`src/rtl/dq_rx_deser_x2.sv`:
```
// dq_rx_deser_x2: 2:1 DDR capture to 4-bit word deserialiser with optional bit-slip alignment.
// Define DQ_RX_BITSLIP_EN to include the ALIGNWD slip/lockout logic.
module dq_rx_deser_x2 #(
    parameter int ALIGN_LOCKOUT = 4,
    parameter int INIT_SLIP     = 0
) (
    input  logic       ECLK,
    input  logic       RST,
    input  logic       D0,
    input  logic       D1,
    input  logic       ALIGNWD,
    output logic       Q0,
    output logic       Q1,
    output logic       Q2,
    output logic       Q3,
    output logic       UPDATE,
    output logic [1:0] SLIPCNT,
    output logic       ALIGNBUSY
);
    logic [3:0] h;
    logic       cnt;
    logic       hold;
    logic       upd;
    logic [4:0] hn;

    // One extra old bit so a slip of one can reach back past the 4-bit history
    assign hn  = {h[2:0], D0, D1};
    assign upd = cnt & ~hold;

`ifdef DQ_RX_BITSLIP_EN
    logic       accept;
    logic [3:0] lock;

    assign accept = ALIGNWD & ~ALIGNBUSY;
    // Odd-to-even slip needs one extra bit time, absorbed by freezing the phase
    assign hold   = accept & SLIPCNT[0];

    always_ff @(posedge ECLK) begin
        if (RST) begin
            SLIPCNT   <= 2'(INIT_SLIP);
            ALIGNBUSY <= 1'b0;
            lock      <= '0;
        end else if (accept) begin
            SLIPCNT   <= SLIPCNT + 2'd1;
            ALIGNBUSY <= 1'b1;
            lock      <= 4'(ALIGN_LOCKOUT - 1);
        end else if (ALIGNBUSY) begin
            if (lock == '0) ALIGNBUSY <= 1'b0;
            else lock <= lock - 4'd1;
        end
    end
`else
    logic unused_alignwd;

    assign unused_alignwd = ALIGNWD;
    assign hold           = 1'b0;
    assign SLIPCNT        = 2'(INIT_SLIP);
    assign ALIGNBUSY      = 1'b0;
`endif

    always_ff @(posedge ECLK) begin
        if (RST) begin
            h                <= '0;
            cnt              <= 1'b0;
            UPDATE           <= 1'b0;
            {Q0, Q1, Q2, Q3} <= '0;
        end else begin
            h      <= hn[3:0];
            cnt    <= hold ? cnt : ~cnt;
            UPDATE <= upd;
            if (upd) {Q0, Q1, Q2, Q3} <= SLIPCNT[0] ? hn[4:1] : hn[3:0];
        end
    end
endmodule
```
`config.mk`:
```
export PLATFORM = sky130hd
export DESIGN_NAME = dq_rx_deser_x2
export DESIGN_NICKNAME = d
export VERILOG_FILES = /design/src/rtl/dq_rx_deser_x2.sv
export SDC_FILE = /design/constraint.sdc
export NUM_CORES = 1
export LEC_CHECK = 0
export BUFFER_PORTS_ARGS = -buffer_cell sky130_fd_sc_hd__buf_4
export CORE_AREA = 2 2 39 41
export CTS_CLUSTER_DIAMETER = 80
export DETAILED_ROUTE_END_ITERATION = 8
export DIE_AREA = 0 0 41 43
export MAX_ROUTING_LAYER = met4
export PLACE_DENSITY = 0.44
export SLEW_MARGIN = 10
export SYNTH_ARGS = -nofsm -noshare
export SYNTH_HDL_FRONTEND = slang
export SYNTH_SLANG_ARGS = --single-unit
export TNS_END_PERCENT = 10
```
`constraint.sdc`:
```
create_clock -name ECLK -period 2.1 [get_ports ECLK]
set_input_delay 0.21 -clock ECLK [delete_from_list [all_inputs] [get_ports ECLK]]
set_output_delay 0.21 -clock ECLK [all_outputs]
set_load 0.005 [all_outputs]
```
After elaboration in Yosys (flattened, before gate mapping)
Index checks and enable logic that the tools add are counted.
{ "word_totals": {"latchBits": 0, "mem_bits_rw": 0, "reg_bits": 8, "elab_cells": 8, "memories": 0, "in_bits": 5, "romBits": 0, "output_inout_bits": 8} }
{ "op_classes": {"bitwise_logic": 1, "n_eq_ne": 0, "n_reduce_logical": 0, "multipliers": 0, "add_sub_neg": 0, "div": 0, "magnitude_cmp": 0, "n_shift": 0, "n_mux": 0} }
{ "ops": {"columns": ["operator", "count"], "rows": [
  ["1-bit NOT", 1]
]} }

Longest topological paths before layout
Gate-level depths: netlist (run 1).
{ "depth": {"word_depth": 1, "mapped_depth": 3, "ltp_nobuf": 2} }

Worst setup path before layout (run 1)
Ideal clock, no wire load.
{ "synth_path": {"path_type": "flip-flop to flip-flop", "startpoint": "register cnt", "endpoint": "register Q2", "n_path_buf": 1, "setup_slack_ns": 1.362, "t_arrival_ns": 0.623, "path_stages_with_launch": 4, "required_time_ns": 1.986, "setup_time_ns": 0.114, "synth_period_minus_slack_ns": 0.738, "path_cell_list": "dfxtp_1 > buf_6 > mux2i_1 > nor2_1"} }
{ "synth_lines": {"columns": ["item", "line", "text"], "rows": [
  ["from (decl)", "21", "logic cnt;"],
  ["from (signal assigned)", "69", "cnt <= hold ? cnt : ~cnt;"],
  ["to (signal assigned)", "71", "if (upd) {Q0, Q1, Q2, Q3} <= SLIPCNT[0] ? hn[4:1] : hn[3:0];"],
  ["to (decl)", "14", "output logic Q2,"]
]} }

Worst setup path after layout (run 1)
{ "layout_path": {"startpoint": "register Q3", "endpoint": "output port Q3"} }
{ "layout_lines": {"columns": ["item", "line", "text"], "rows": [
  ["from (decl)", "15", "output logic Q3,"],
  ["from (signal assigned)", "71", null]
]} }
No word-level cell between the ends.

==> results of run 1 <==
worst max-delay path by stage:
| stage | depth (start not counted) | endpoint | slack (ns) |
|---|---|---|---|
| 2_1_floorplan | 3 | Q2$_SDFFE_PP0P_ | 1.36 |
| 3_3_place_gp | 2 | Q1$_SDFFE_PP0P_ | 1.26 |
| 3_5_place_dp | 2 | Q3$_SDFFE_PP0P_ | 1.26 |
| 4_1_cts | 1 | Q3 | 1.19 |
| 5_1_grt | 1 | Q0 | 1.16 |
| 6_report | 1 | Q3 | 1.20 |
through the flow:
step,util (%),cells,total power [uW],area [sq um],worst slack (ns)
after global routing,25.4,50,324,352,1.16
after floorplan,-,27,185,283,1.36
final,25.4,50,307,352,1.20
after detailed placement,23.8,47,194,329,1.26
after global placement,23.8,47,193,329,1.26
after CTS,25.4,50,312,352,1.19
Yosys cell counts:
| cell | count |
|---|---|
| conb_1 | 1 |
| nor2_1 | 5 |
| mux2i_1 | 4 |
| nor2b_1 | 3 |
| buf_6 | 1 |
| dfxtp_1 | 8 |
| buf_4 | 3 |
registers in the layout, indices dropped and copies added, names as in the netlist:
register / cells
Q2: 1
Q0: 1
cnt: 1
UPDATE: 1
h: 2
Q3: 1
Q1: 1
metal layers:
metal	vias up	global-route usage (%)
met5	-	-
met4	0	10.0
met3	0	3.14
met2	9	5.00
met1	71	7.84
li1	89	-
power groups by stage:
stage / sequential, uW / combinational, uW / clock (uW)
6_report: 166 / 24.3 / 117
5_1_grt: 167 / 26.5 / 131
4_1_cts: 166 / 24.6 / 121
3_5_place_dp: 169 / 24.5 / 0
3_3_place_gp: 169 / 24.1 / 0
2_1_floorplan: 167 / 18.7 / 0
cell type report:
class                      count  area (sq um)  share of cell area, %
sequential                     8           160                   45.6
multi-input combinational     15          88.8                   25.3
timing repair buffer           8          60.1                   17.1
clock buffer                   3          22.5                   6.41
tap                           16          20.0                   5.69
cell families (layout without fill, tap and decap cells):
kind of cell | after synthesis | in the layout | synth area share (%)
other | 1 | 3 | 1.36
and+or+nand+nor | 8 | 8 | 13.6
muxes | 4 | 4 | 14.5
DFF | 8 | 8 | 58.2
buffers and inverters | 4 | 11 | 12.3
==> flow_metrics.py, run 1 <==
metrics = {
    "cts": {
        "clk_latency_ns": 0.25,
        "clock_path_buffers": 2,
        "ctsHoldBuffers": 0,
        "htreeDepth": 1,
        "clk_transition_reported_paths_ns": 0.05,
        "ctsResizeCount": 0,
        "cts_made_buffers": 3,
        "cts_setup_buffers": 0,
        "root_buffer": "clkbuf_4",
        "cts.sinks": 8,
        "cts_tree": "built",
    },
    "setup_path": {
        "r2r_end": "Q1$_SDFFE_PP0P_",
        "path_buf_inv": 1,
        "max_stage_delay_ns": 0.33,
        "cp-start-kind": "flip-flop",
        "worstSetupStartpoint": "Q3$_SDFFE_PP0P_",
        "end_kind": "primary output",
        "worstPathArrival_ns": 0.69,
        "crit_chain": "buf_4",
        "r2r_slack_ns": 1.25,
        "critPathTopFamily": "flip-flops",
        "reg2reg_depth": 2,
        "critPathKind": "flip-flop to primary output",
        "slowest_stage": "dfxtp_1",
        "path_max_fanout": 2,
        "critical_path_required_ns": 1.89,
        "worstReg2RegStart": "cnt$_SDFF_PP0_",
    },
    "die": {
        "die_h_um": 43,
        "die_area_sq_mm": 0.00176,
        "core_area_sq_mm": 0.00138,
        "rows": 14,
        "start_util_pct": 19.9,
        "ios": 13,
        "die_x_um": 41,
    },
    "grt": {
        "antenna_found_initial": 0,
        "grt_pass1_wl_um": 600,
        "grt_overflow": 0,
        "grt_max_degree": 9,
        "grt_pass1_vias": 132,
        "gr-usage-all-layers_pct": 6.31,
    },
    "drt": {
        "routedWlPerCell_um": 8.06,
        "drtIter0Drc": 0,
        "drtPass1Iterations": 1,
        "highest_layer": "met3",
        "drt-total-wl_um": 403,
        "vias": 169,
        "drcViolationCount": 0,
        "ant_nets": 0,
        "viasPerCell": 3.38,
        "wl_met2_um": 170,
        "met1_length_um": 184,
        "met3_wirelength_um": 49,
    },
    "pwr": {
        "switchingPower_uw": 66.3,
        "combPwrFrac_pct": 7.9,
        "clkPwrFrac_pct": 38.1,
        "p_leak_uw": 0.000163,
        "seq_power_share_pct": 54.0,
        "switching_share_pct": 21.6,
        "max-vdd-ir-drop_mv": 0.239,
        "p_per_area_mw_per_mm2": 873,
        "p_int_uw": 241,
    },
    "placement": {
        "dpl.hpwl_um": 288,
        "place.gp.congestion": 0.621,
        "io_buffers": 8,
    },
    "timing": {
        "whs_ns": 0.175,
        "setup_tns_ns": 0,
        "hold_viol": 0,
        "final.period_utilization_pct": 42.9,
        "report.final.slew_viol_count": 0,
        "rsz0062_at_grt": "no",
        "finalCriticalPeriod_ns": 0.901,
        "setup_viol_count_final": 0,
        "fmax_mhz": 1110,
        "clock_skew_ns": 0.00170,
    },
    "synthesis": {
        "syn_inst": 25,
        "ys_seq_area_share_pct": 58.2,
        "ys_ff_latch": 8,
        "synth_top_area_share_pct": 58.2,
        "yosysTopAreaCell": "dfxtp_1",
        "ys_warn_count": 0,
        "synth.distinct_cells": 7,
        "synthTopCellsByArea": "dfxtp_1, mux2i_1, buf_4",
        "syn_area_per_cell_sq_um": 11.0,
        "synth_area_sq_um": 275,
    },
    "layout": {
        "final_nets": 41,
        "most-common-layout-cells": "dfxtp_1, buf_4, nor2_1, mux2i_1",
        "nFillCells": 149,
        "area_growth_pct": 27.7,
        "layout-drive-gt1-share_pct": 32.4,
        "antenna_cells": 0,
    },
    "run_status": {
        "status": "completed",
    },
    "worst_hold_path": {
        "worstHoldStart": "RST",
        "hold_depth": 2,
        "min_path_type": "input port to flip-flop",
        "whs_endpoint": "cnt$_SDFF_PP0_",
    },
    "job": {
        "maxCapViolCount": 0,
    },
}
Note: power is estimated with default switching activity, not from simulation.
==> run 2: changes to the inputs <==
- clock period: 2.1 -> 0.9 ns (I/O delays scaled with it)
==> flow_metrics.py, run 2 (same netlist as run 1, synthesis figures left out) <==
metrics = {
    "pwr": {
        "max-vdd-ir-drop_mv": 0.516,
        "p_leak_uw": 0.000164,
        "p_per_area_mw_per_mm2": 2030,
    },
    "placement": {
        "io_buffers": 8,
        "dpl.cell_count": 47,
        "dpl.hpwl_um": 288,
        "place.gp.congestion": 0.621,
    },
    "timing": {
        "report.final.slew_viol_count": 0,
        "hold_viol": 0,
        "finalCriticalPeriod_ns": 0.781,
        "clock_skew_ns": 0.00170,
        "setup_tns_ns": 0,
        "final.period_utilization_pct": 86.8,
        "setup_viol_count_final": 0,
        "fmax_mhz": 1280,
        "rsz0062_at_grt": "no",
    },
    "setup_path": {
        "max_stage_delay_ns": 0.33,
        "end_kind": "primary output",
        "cp-start-kind": "flip-flop",
        "path_max_fanout": 2,
        "worstReg2RegStart": "cnt$_SDFF_PP0_",
        "worstSetupStartpoint": "Q3$_SDFFE_PP0P_",
        "slowest_stage": "dfxtp_1",
        "critPathTopFamily": "flip-flops",
        "worstPathArrival_ns": 0.69,
        "critical_path_required_ns": 0.81,
        "path_buf_inv": 1,
        "crit_chain": "buf_4",
        "critPathKind": "flip-flop to primary output",
    },
    "drt": {
        "drcViolationCount": 0,
        "drtPass1Iterations": 1,
        "ant_nets": 0,
        "routedWlPerCell_um": 8.06,
        "drtIter0Drc": 0,
        "viasPerCell": 3.38,
        "vias": 169,
        "drt-total-wl_um": 403,
    },
    "die": {
        "die_x_um": 41,
        "core_area_sq_mm": 0.00138,
        "rows": 14,
        "die_h_um": 43,
        "ios": 13,
        "die_area_sq_mm": 0.00176,
        "start_util_pct": 19.9,
    },
    "cts": {
        "htreeDepth": 1,
        "clk_transition_reported_paths_ns": 0.05,
        "clk_latency_ns": 0.25,
        "clock_path_buffers": 2,
        "root_buffer": "clkbuf_4",
        "cts_tree": "built",
        "cts_made_buffers": 3,
        "cts.sinks": 8,
    },
    "layout": {
        "largest_register": "h",
        "final_common_cell": "buf_4",
        "layout-drive-gt1-share_pct": 35.3,
        "most-common-layout-cells": "buf_4, dfxtp_1, nor2_1, mux2i_1",
        "fin_cells": 50,
        "area_growth_pct": 28.2,
        "largest_register_ffs": 2,
        "final_nets": 41,
        "antenna_cells": 0,
    },
    "grt": {
        "gr-usage-all-layers_pct": 6.31,
        "grt_overflow": 0,
        "grt_pass1_wl_um": 600,
        "grt_pass1_vias": 132,
        "grt_max_degree": 9,
        "antenna_found_initial": 0,
    },
    "job": {
        "maxCapViolCount": 0,
    },
    "worst_hold_path": {
        "worstHoldStart": "RST",
        "min_path_type": "input port to flip-flop",
    },
    "run_status": {
        "status": "completed",
    },
}
run 2: cell counts in the layout (fill, tap and decap cells not counted):
No cell type changed its count.
run 2: path summary, 6_finish.rpt:
kind	endpoint	slack [ns]	cells past startpoint
min	cnt$_SDFF_PP0_	0.05	2
max	Q3	0.12	1
min reg2reg	Q0$_SDFFE_PP0P_	0.47	2
max reg2reg	Q1$_SDFFE_PP0P_	0.14	2
run 2: stage by stage:
stage / cell area (sq um) / hold slack [ns] / total power, uW / utilization [%] / setup WS, ns
after floorplan: 283 / 0.157 / 433 / - / 0.162
after global placement: 329 / 0.311 / 450 / 23.8 / 0.0649
after detailed placement: 329 / 0.318 / 452 / 23.8 / 0.0593
after CTS: 352 / 0.0485 / 727 / 25.4 / 0.0425
after global routing: 353 / 0.0480 / 757 / 25.5 / 0.0815
final: 353 / 0.0473 / 717 / 25.5 / 0.119
run 2: final cells by class:
cell class	instances	area [sq um]
Fill cell	148	1030
Sequential cell	8	161
Multi-Input combinational cell	15	88.8
Timing Repair Buffer	8	60.1
Clock buffer	3	22.5
Tap cell	16	20.0
run 2: routing by layer:
| metal | wire length (um) | up-vias | track usage (%) |
|---|---|---|---|
| met5 | 0 | - | - |
| met4 | 0 | 0 | 10.0 |
| met3 | 49 | 0 | 3.14 |
| met2 | 170 | 9 | 5.00 |
| met1 | 184 | 71 | 7.84 |
| li1 | - | 89 | - |
run 2: report_power, final:
part	internal, uW	switching [uW]	leakage, uW	total (uW)
combinational	35.5	21.0	0.0000836	56.6
sequential	374	12.9	0.0000662	387
clock	153	121	0.0000138	273
run 2: repair_timing:
item	in CTS	in global routing
hold buffers	0	0
endpoints found under the setup margin	0	2
gates resized for setup	0	1
endpoints found under the hold margin	0	0
setup buffers	0	0
==> run 3: changes to the inputs <==
- PLACE_DENSITY: 0.44 -> 0.41
==> flow_metrics.py, run 3 (same netlist as run 1, synthesis figures left out) <==
metrics = {
    "pwr": {
        "p_per_area_mw_per_mm2": 1980,
        "max-vdd-ir-drop_mv": 0.391,
        "p_leak_uw": 0.000164,
    },
    "placement": {
        "io_buffers": 8,
        "place.gp.congestion": 0.582,
        "dpl_cell_area_sq_um": 329,
    },
    "die": {
        "die_h_um": 43,
        "die_area_sq_mm": 0.00176,
        "rows": 14,
        "ios": 13,
        "start_util_pct": 19.9,
        "die_x_um": 41,
        "core_area_sq_mm": 0.00138,
    },
    "timing": {
        "rsz0062_at_grt": "no",
        "setup_viol_count_final": 0,
        "fmax_mhz": 1270,
        "finalCriticalPeriod_ns": 0.787,
        "setup_tns_ns": 0,
        "final.period_utilization_pct": 87.4,
        "hold_viol": 0,
        "report.final.slew_viol_count": 0,
        "clock_skew_ns": 0.00172,
    },
    "layout": {
        "layout-drive-gt1-share_pct": 35.3,
        "largest_register_ffs": 2,
        "final_common_cell": "buf_4",
        "final_cell_area_sq_um": 353,
        "final_nets": 41,
        "largest_register": "h",
        "nFillCells": 162,
        "postLayoutCoreUtil_pct": 25.5,
        "most-common-layout-cells": "buf_4, dfxtp_1, nor2_1, mux2i_1",
        "antenna_cells": 0,
        "area_growth_pct": 28.2,
    },
    "worst_hold_path": {
        "min_path_type": "input port to flip-flop",
        "hold_depth": 2,
        "whs_endpoint": "cnt$_SDFF_PP0_",
        "worstHoldStart": "RST",
    },
    "drt": {
        "vias": 172,
        "drt-total-wl_um": 414,
        "routedWlPerCell_um": 8.28,
        "viasPerCell": 3.44,
        "ant_nets": 0,
        "drtIter0Drc": 2,
        "drcViolationCount": 0,
        "drtPass1Iterations": 2,
    },
    "grt": {
        "gr-usage-all-layers_pct": 6.30,
        "grt_pass1_vias": 168,
        "antenna_found_initial": 0,
        "grt_max_degree": 9,
        "grt_overflow": 0,
        "grt_pass1_wl_um": 634,
    },
    "setup_path": {
        "r2r_end": "Q2$_SDFFE_PP0P_",
        "end_kind": "flip-flop",
        "worstReg2RegStart": "cnt$_SDFF_PP0_",
        "path_max_fanout": 6,
        "max_stage_delay_ns": 0.40,
        "crit_chain": "mux2i_1 > nor2_1",
        "critPathKind": "flip-flop to flip-flop",
        "path_buf_inv": 0,
        "slowest_stage": "dfxtp_2",
        "critPathTopFamily": "flip-flops",
        "critical_path_required_ns": 1.04,
        "r2r_slack_ns": 0.11,
        "worstPathArrival_ns": 0.92,
        "worstSetupStartpoint": "cnt$_SDFF_PP0_",
        "cp-start-kind": "flip-flop",
        "reg2reg_depth": 2,
    },
    "cts": {
        "cts_made_buffers": 3,
        "htreeDepth": 1,
        "clock_path_buffers": 2,
        "cts.sinks": 8,
        "root_buffer": "clkbuf_4",
        "clk_transition_reported_paths_ns": 0.05,
        "cts_tree": "built",
        "ctsHoldBuffers": 0,
        "clk_latency_ns": 0.24,
    },
    "job": {
        "maxCapViolCount": 0,
    },
    "run_status": {
        "status": "completed",
    },
}
[run 3: report_power, final]
part           internal, uW  switching (uW)
Clock                   151             101
Sequential              375            13.4
Combinational          35.6            21.8
[run 3: layer usage]
layer | up-vias | GRT usage [%] | wire [um]
met5 | - | - | 0
li1 | 90 | - | -
met4 | 0 | 10.0 | 0
met2 | 1 | 8.44 | 285
met3 | 0 | 1.57 | 5
met1 | 81 | 5.21 | 123
[run 3: through the flow]
| stage | worst slack [ns] | power, uW | cells | hold slack, ns |
|---|---|---|---|---|
| 2_1_floorplan | 0.162 | 433 | 27 | 0.157 |
| 3_3_place_gp | 0.0564 | 450 | 47 | 0.312 |
| 3_5_place_dp | 0.0263 | 453 | 47 | 0.316 |
| 4_1_cts | 0.101 | 714 | 50 | 0.0485 |
| 6_report | 0.113 | 698 | 50 | 0.0540 |
| 5_1_grt | 0.0659 | 757 | 50 | 0.0481 |
[run 3: worst register-to-register path: stages (launching register included)]
cell     delay (ns)
dfxtp_2        0.40
mux2i_1        0.23
nor2_1         0.05
[run 3: layout make-up]
class                   count  area, sq um  share of cell area (%)
clock buffers               3         22.5                    6.38
multi-input cells          15         88.8                    25.2
well taps                  16         20.0                    5.67
flip-flops and latches      8          161                    45.7
repair buffers              8         60.1                    17.0
[run 3: timing repair]
item / CTS / global route
endpoints found under the hold margin: 0 / 0
endpoints found under the setup margin: 1 / 0
buffers inserted: 0 / 0
resized for setup: 1 / 0
[run 3: how the worst max path moves through the flow]
stage,endpoint,cells after the start,slack (ns)
floorplan,Q2$_SDFFE_PP0P_,3,0.16
global placement,Q2$_SDFFE_PP0P_,2,0.06
detailed placement,Q2$_SDFFE_PP0P_,2,0.03
CTS,Q2$_SDFFE_PP0P_,2,0.10
global route,Q2$_SDFFE_PP0P_,2,0.07
finish,Q2$_SDFFE_PP0P_,2,0.11
